===== config.mk =====
export PLATFORM = sky130hd
export DESIGN_NAME = fifo_rd_arbiter
export DESIGN_NICKNAME = d
export VERILOG_FILES = /design/src/rtl/fifo_rd_arb_pkg.sv /design/src/rtl/rr_pick.sv /design/src/rtl/fifo_rd_arbiter.sv
export SDC_FILE = /design/constraint.sdc
export NUM_CORES = 1
export LEC_CHECK = 0
export CORE_UTILIZATION = 46
export CTS_CLUSTER_DIAMETER = 150
export DETAILED_ROUTE_END_ITERATION = 10
export PLACE_DENSITY = 0.86
export REMOVE_ABC_BUFFERS = 1
export SETUP_SLACK_MARGIN = 0.2
export SYNTH_ARGS = -nofsm -noshare
export SYNTH_HDL_FRONTEND = slang
export SYNTH_SLANG_ARGS = --single-unit

===== constraint.sdc =====
create_clock -name rclk -period 2.9 [get_ports rclk]
set_clock_uncertainty 0.05 [all_clocks]
set_input_delay 0.87 -clock rclk [delete_from_list [all_inputs] [get_ports rclk]]
set_output_delay 0.87 -clock rclk [all_outputs]
set_load 0.01 [all_outputs]

===== src/rtl/fifo_rd_arb_pkg.sv =====
// Shared types and helpers for the FIFO read-port arbiter.
package fifo_rd_arb_pkg;

    typedef enum logic {
        IDLE  = 1'b0,
        BURST = 1'b1
    } arb_state_t;

    // Width of a consumer index; a single-bit field is kept even for tiny NREQ.
    function automatic int id_width(input int nreq);
        return (nreq > 2) ? $clog2(nreq) : 1;
    endfunction

endpackage


===== src/rtl/rr_pick.sv =====
// Rotate-priority encoder: first set req bit at or after last_gnt+1, wrapping modulo NREQ.
module rr_pick
    import fifo_rd_arb_pkg::*;
#(
    parameter int NREQ = 4,
    parameter int IW   = id_width(NREQ)
) (
    input  logic [NREQ-1:0] req,
    input  logic [IW-1:0]   last_gnt,
    output logic            found,
    output logic [IW-1:0]   idx
);

    logic [IW-1:0] cand;

    always_comb begin
        // NOTE: every output of a combinational block gets a default first, so no path leaves it unassigned and no latch is inferred.
        found = 1'b0;
        idx   = '0;
        cand  = '0;
        // Scan farthest-to-nearest so the nearest requester is the last writer and wins.
        for (int i = NREQ; i >= 1; i--) begin
            cand = IW'((int'(last_gnt) + i >= NREQ) ? int'(last_gnt) + i - NREQ
                                                    : int'(last_gnt) + i);
            if (req[cand]) begin
                found = 1'b1;
                idx   = cand;
            end
        end
    end

endmodule


===== src/rtl/fifo_rd_arbiter.sv =====
// Round-robin burst arbiter sharing one async-FIFO read port among NREQ consumers.
module fifo_rd_arbiter
    import fifo_rd_arb_pkg::*;
#(
    parameter int DSIZE    = 8,
    parameter int NREQ     = 4,
    parameter int MAXBURST = 8
) (
    input  logic                        rclk,
    input  logic                        rrst,
    input  logic                        rempty,
    input  logic [DSIZE-1:0]            rdata,
    output logic                        rinc,
    input  logic [NREQ-1:0]             req,
    input  logic [NREQ-1:0]             rdy,
    output logic [NREQ-1:0]             gnt,
    output logic                        out_valid,
    output logic [DSIZE-1:0]            out_data,
    output logic [id_width(NREQ)-1:0]   out_id,
    output logic                        busy
);

    localparam int IW = id_width(NREQ);
    localparam int CW = $clog2(MAXBURST + 1);

    arb_state_t      state;
    logic [IW-1:0]   gid;
    logic [IW-1:0]   last_gnt;
    logic [CW-1:0]   cnt;

    logic            pick_found;
    logic [IW-1:0]   pick_idx;
    logic            burst_done;
    logic            burst_exit;

    rr_pick #(
        .NREQ (NREQ),
        .IW   (IW)
    ) u_rr_pick (
        .req      (req),
        .last_gnt (last_gnt),
        .found    (pick_found),
        .idx      (pick_idx)
    );

    // Pop only into a live, ready grant; an async reset drops state and so rinc at once.
    assign rinc       = (state == BURST) && !rempty && req[gid] && rdy[gid];
    assign burst_done = rinc && (cnt == CW'(MAXBURST - 1));
    assign burst_exit = burst_done || !req[gid] || rempty;

    always_ff @(posedge rclk or posedge rrst) begin
        if (rrst) begin
            state     <= IDLE;
            gid       <= '0;
            last_gnt  <= IW'(NREQ - 1);
            cnt       <= '0;
            gnt       <= '0;
            busy      <= 1'b0;
            out_valid <= 1'b0;
            out_data  <= '0;
            out_id    <= '0;
        end else begin
            // NOTE: sequential state uses non-blocking assignments so every register samples pre-edge values.
            out_valid <= rinc;
            if (rinc) begin
                out_data <= rdata;
                out_id   <= gid;
            end

            case (state)
                IDLE: begin
                    if (pick_found && !rempty) begin
                        gid   <= pick_idx;
                        gnt   <= NREQ'(1) << pick_idx;
                        cnt   <= '0;
                        busy  <= 1'b1;
                        state <= BURST;
                    end
                end
                BURST: begin
                    if (rinc) begin
                        cnt <= cnt + CW'(1);
                    end
                    if (burst_exit) begin
                        gnt      <= '0;
                        busy     <= 1'b0;
                        last_gnt <= gid;
                        state    <= IDLE;
                    end
                end
                default: state <= IDLE;
            endcase
        end
    end

endmodule


==> reports/results.env <==
OUTCOME='complete, no violations'
POST-ROUTE-WORST-SETUP-SLACK_PS=221
CTS.CLK_SLEW.WORST_PATHS_PS=130
CP_NUM_CELLS=5
ROUTE.DETAILED.WL_PER_INST_UM=14.5
FLOW.AREA_GROWTH_FROM_SYNTHESIS_PCT=37.8
GRT_MAX_DEGREE=18
NUMPORTBUFFERS=35
SYN-MEAN-INSTANCE-AREA_UM2=13.0
MAX_CAP_VIOLATIONS=0
ROOT_BUFFER='sky130_fd_sc_hd__clkbuf_4'
CRITPATHCAPTURETYPE='primary output'
SLEW-LIMIT-HEADROOM_PCT=59.1
P_INT_mW=0.939
PEAKVDDDROP_V=0.000539
PWR-SHARE-SEQ_PCT=42.6
CRITICAL_PATH_CLASS='input pin to primary output'
FIRST_ITER_VIOLATIONS=21
PLACED_CELL_AREAS_UM2=1650
DIE_Y_UM=53.2
FMAXACHIEVABLE_MHz=373
WORSTPATHREQUIRED_PS=1980
ROUTE.ANTENNA.REMAINING_NETS=0
CTS-HTREE-LEVELS=1
YOSYSSEQAREASHARE_PCT=52.0
DPL.CELL_COUNT=167
GRT_OVERFLOW_TOTAL=0
TIMING.FINAL.SETUP_VIOLATIONS=0
POWER.SWITCHING_mW=0.445
GPL.FINAL_WEIGHTED_CONGESTION=0.744
TIMING.CRITICAL_PATH.SLOWEST_CELL_DELAY_PS=510
WORST-R2R-CELL-COUNT=5
CLOCK_INSERTION_DELAY_WORST_SKEW_PS=320
TIMING.CRITICAL_PATH.FROM_TYPE='input pin'
CLK_PATH_BUF_DEPTH=2
FINAL_LAYOUT_SIZE_SUFFIX_GT1_SHARE_PCT=33.1
LEADING_CELL_TYPE_IN_THE_LAYOUT_FILL_AND_TAPS_EXCLUDED='sky130_fd_sc_hd__clkdlybuf4s50_1'
ROWS=18
RSZ0062_AT_GRT='true'
POST-ROUTE-PERIOD-UTIL_PCT=92.4
POST-ROUTE-CELL-AREA_UM2=1660
CTS-BUFFERS-INSERTED=3
SYNTH_SEQ_CELLS=25
VIAS_IN_THE_FIRST_GLOBAL_ROUTE=954
CORE_UM2=2480
CRIT_PATH_MAX_FANOUT=2
VIAS_CELL=5.40
PERIOD_MINUS_SLACK_PS=2680
COUNT_OF_CELLS_ALONG_THE_WORST_HOLD_PATH=1
DP_WORST_SETUP_SLACK_PS=-492
VIAS_POST_DR=929
DRT_PRE_ANTENNA_ITERS=4
DRT_WL_TOTAL_UM=2490
IOS=36
YOSYS_WARNINGS=0
FINALNONFILLERCELLS=172
DIE_AREA_UM2=2830
CLOCK_TREE_FROM_TRITONCTS='done'
PATH_DELAY_FAMILY='multiplexers'
MIN_PATH_TYPE='flop to flop'
NUM_ANTENNA_CELLS=0
CLOCK_POWER_SHARE_PCT=11.5
FINAL_NETS=163
CRITICAL_PATH.CELL_CHAIN='buf_2, mux4_2, nand4_4, inv_4, buf_6'
GRT.TOTAL_USAGE_PCT=20.9
FIN_HOLD_WS_PS=458
NETLIST_AREA_UM2=1210
LAYOUT_COMMON_CELLS='sky130_fd_sc_hd__clkdlybuf4s50_1, sky130_fd_sc_hd__dfrtp_1, sky130_fd_sc_hd__nand2_1, sky130_fd_sc_hd__buf_4, sky130_fd_sc_hd__mux2_4'
POWER.SHARE.SWITCHING_PCT=32.1
FIN_SETUP_TNS_PS=0
COMB_POWER_SHARE_PCT=46.0
BUF_INV_STAGES_CRIT_PATH=3
CHIPWIDTH_UM=53.2
YOSYSUNIQUECELLTYPES=30
INITIAL_CORE_UTILIZATION_PCT=48.7
CP.ARRIVAL_PS=1760
TIMING_HOLD_VIOLATIONS_FINAL=0
TIGHTEST_SLEW_PS=612
CRITICAL_PATH.SLOWEST_CELL='sky130_fd_sc_hd__mux4_2'
DRV_SLEW=0
POSTSYNTHCELLCOUNT=93
CLOCK-SINKS=25
NUMBER_OF_ANTENNA_VIOLATIONS_AT_THE_FIRST_CHECK_IN_GLOBAL_ROUTING=0
POWER.DENSITY_CELL_AREA_nW_PER_UM2=831
GRT_PASS1_WL_UM=4130
POWER.STATIC_LEAKAGE_nW=0.770
PLACE.DETAILED.HPWL_UM=1930
ROUTE.DETAILED.DRC=0
==> synthesized netlist by cell type <==
| cell | number | area, µm² |
|---|---|---|
| sky130_fd_sc_hd__a211oi_1 | 2 | 15.0 |
| sky130_fd_sc_hd__o31ai_1 | 1 | 7.51 |
| sky130_fd_sc_hd__or4_1 | 1 | 7.51 |
| sky130_fd_sc_hd__buf_12 | 1 | 20.0 |
| sky130_fd_sc_hd__dfstp_2 | 2 | 52.6 |
| sky130_fd_sc_hd__inv_4 | 1 | 6.26 |
| sky130_fd_sc_hd__a31oi_4 | 1 | 21.3 |
| sky130_fd_sc_hd__buf_2 | 1 | 5.00 |
| sky130_fd_sc_hd__nand2b_1 | 3 | 18.8 |
| sky130_fd_sc_hd__a211o_1 | 1 | 8.76 |
| sky130_fd_sc_hd__dfrtp_1 | 23 | 576 |
| sky130_fd_sc_hd__mux4_2 | 2 | 45.0 |
| sky130_fd_sc_hd__inv_1 | 5 | 18.8 |
| sky130_fd_sc_hd__nand4b_4 | 1 | 23.8 |
| sky130_fd_sc_hd__mux2_4 | 9 | 135 |
| sky130_fd_sc_hd__o21ai_0 | 4 | 20.0 |
| sky130_fd_sc_hd__o211ai_1 | 2 | 15.0 |
| sky130_fd_sc_hd__mux2_2 | 3 | 33.8 |
| sky130_fd_sc_hd__nor2b_1 | 1 | 6.26 |
| sky130_fd_sc_hd__a21oi_1 | 1 | 5.00 |
| sky130_fd_sc_hd__mux2i_1 | 1 | 10.0 |
| sky130_fd_sc_hd__nand2_1 | 12 | 45.0 |
| sky130_fd_sc_hd__nor2_1 | 2 | 7.51 |
| sky130_fd_sc_hd__nand3_1 | 4 | 20.0 |
| sky130_fd_sc_hd__or3b_2 | 1 | 8.76 |
| sky130_fd_sc_hd__nor3_1 | 1 | 5.00 |
| sky130_fd_sc_hd__o32ai_1 | 2 | 17.5 |
| sky130_fd_sc_hd__nand4_4 | 1 | 21.3 |
| sky130_fd_sc_hd__o22ai_1 | 3 | 18.8 |
| sky130_fd_sc_hd__ha_1 | 1 | 12.5 |
==> worst reg2reg max path, stage by stage, from the launching register on <==
cell and delay, ps:
sky130_fd_sc_hd__dfrtp_1 480, sky130_fd_sc_hd__mux4_2 580, sky130_fd_sc_hd__buf_4 160, sky130_fd_sc_hd__buf_4 140, sky130_fd_sc_hd__a31oi_4 280, sky130_fd_sc_hd__mux2_4 330
==> power groups by stage <==
stage | Combinational [mW] | Clock (mW) | Sequential [mW]
after floorplan | 0.291 | 0 | 0.620
after global routing | 0.688 | 0.179 | 0.611
final | 0.636 | 0.159 | 0.589
after global placement | 0.615 | 0 | 0.590
after CTS | 0.639 | 0.165 | 0.591
after detailed placement | 0.632 | 0 | 0.595
==> state kept, by name, indices dropped and copies added (netlist names) <==
signal / flops
gnt: 4
busy: 1
out_id: 2
gid: 2
out_valid: 1
cnt: 4
last_gnt: 2
out_data: 8
state: 1
==> cells by family after synthesis <==
logic type / after synthesis / share of synthesized area (%)
compound gates: 17 / 10.7
flops: 25 / 52.0
fa+ha+maj: 1 / 1.04
mux: 15 / 18.5
simple gates: 27 / 13.6
buf+inv: 8 / 4.15
==> per-layer routing <==
layer | up-vias | wire length (µm) | track usage (%)
met5 | - | 0 | 0
met4 | 0 | 28 | 8.77
met3 | 4 | 112 | 4.31
met2 | 38 | 1310 | 36.9
met1 | 451 | 1040 | 24.2
li1 | 436 | - | -
==> final timing paths <==
path                        start          end  slack [ps]
setup / recovery           rdy[3]         rinc         220
hold / removal             cnt[3]       cnt[3]         460
setup reg to reg           gid[0]  last_gnt[0]         820
hold reg to reg            cnt[3]       cnt[3]         460
max in group asynchronous    rrst  out_data[0]        1390
min in group asynchronous    rrst       gnt[1]         850
==> per-stage QoR <==
step                      total power, mW  utilization, %
after floorplan                     0.911               -
after global placement               1.20            66.7
after detailed placement             1.23            66.7
after CTS                            1.39            66.7
after global routing                 1.48            67.2
final                                1.38            67.2
==> repair_timing <==
item | 4_1_cts | 5_1_grt
hold buffers | 0 | 0
cloned | 0 | 0
endpoints found under the setup margin | 1 | 1
gates resized for setup | 33 | 3
setup buffers | 1 | 0
pin swaps | 1 | 0
==> area by class of cell <==
| class | instances | area [µm²] |
|---|---|---|
| Clock buffer | 3 | 22.5 |
| Clock inverter | 1 | 7.51 |
| Fill cell | 200 | 813 |
| Timing Repair Buffer | 47 | 414 |
| Multi-Input combinational cell | 60 | 529 |
| Sequential cell | 25 | 628 |
| Inverter | 6 | 25.0 |
| Tap cell | 30 | 37.5 |
No activity file was read; power rests on OpenSTA's default activity.
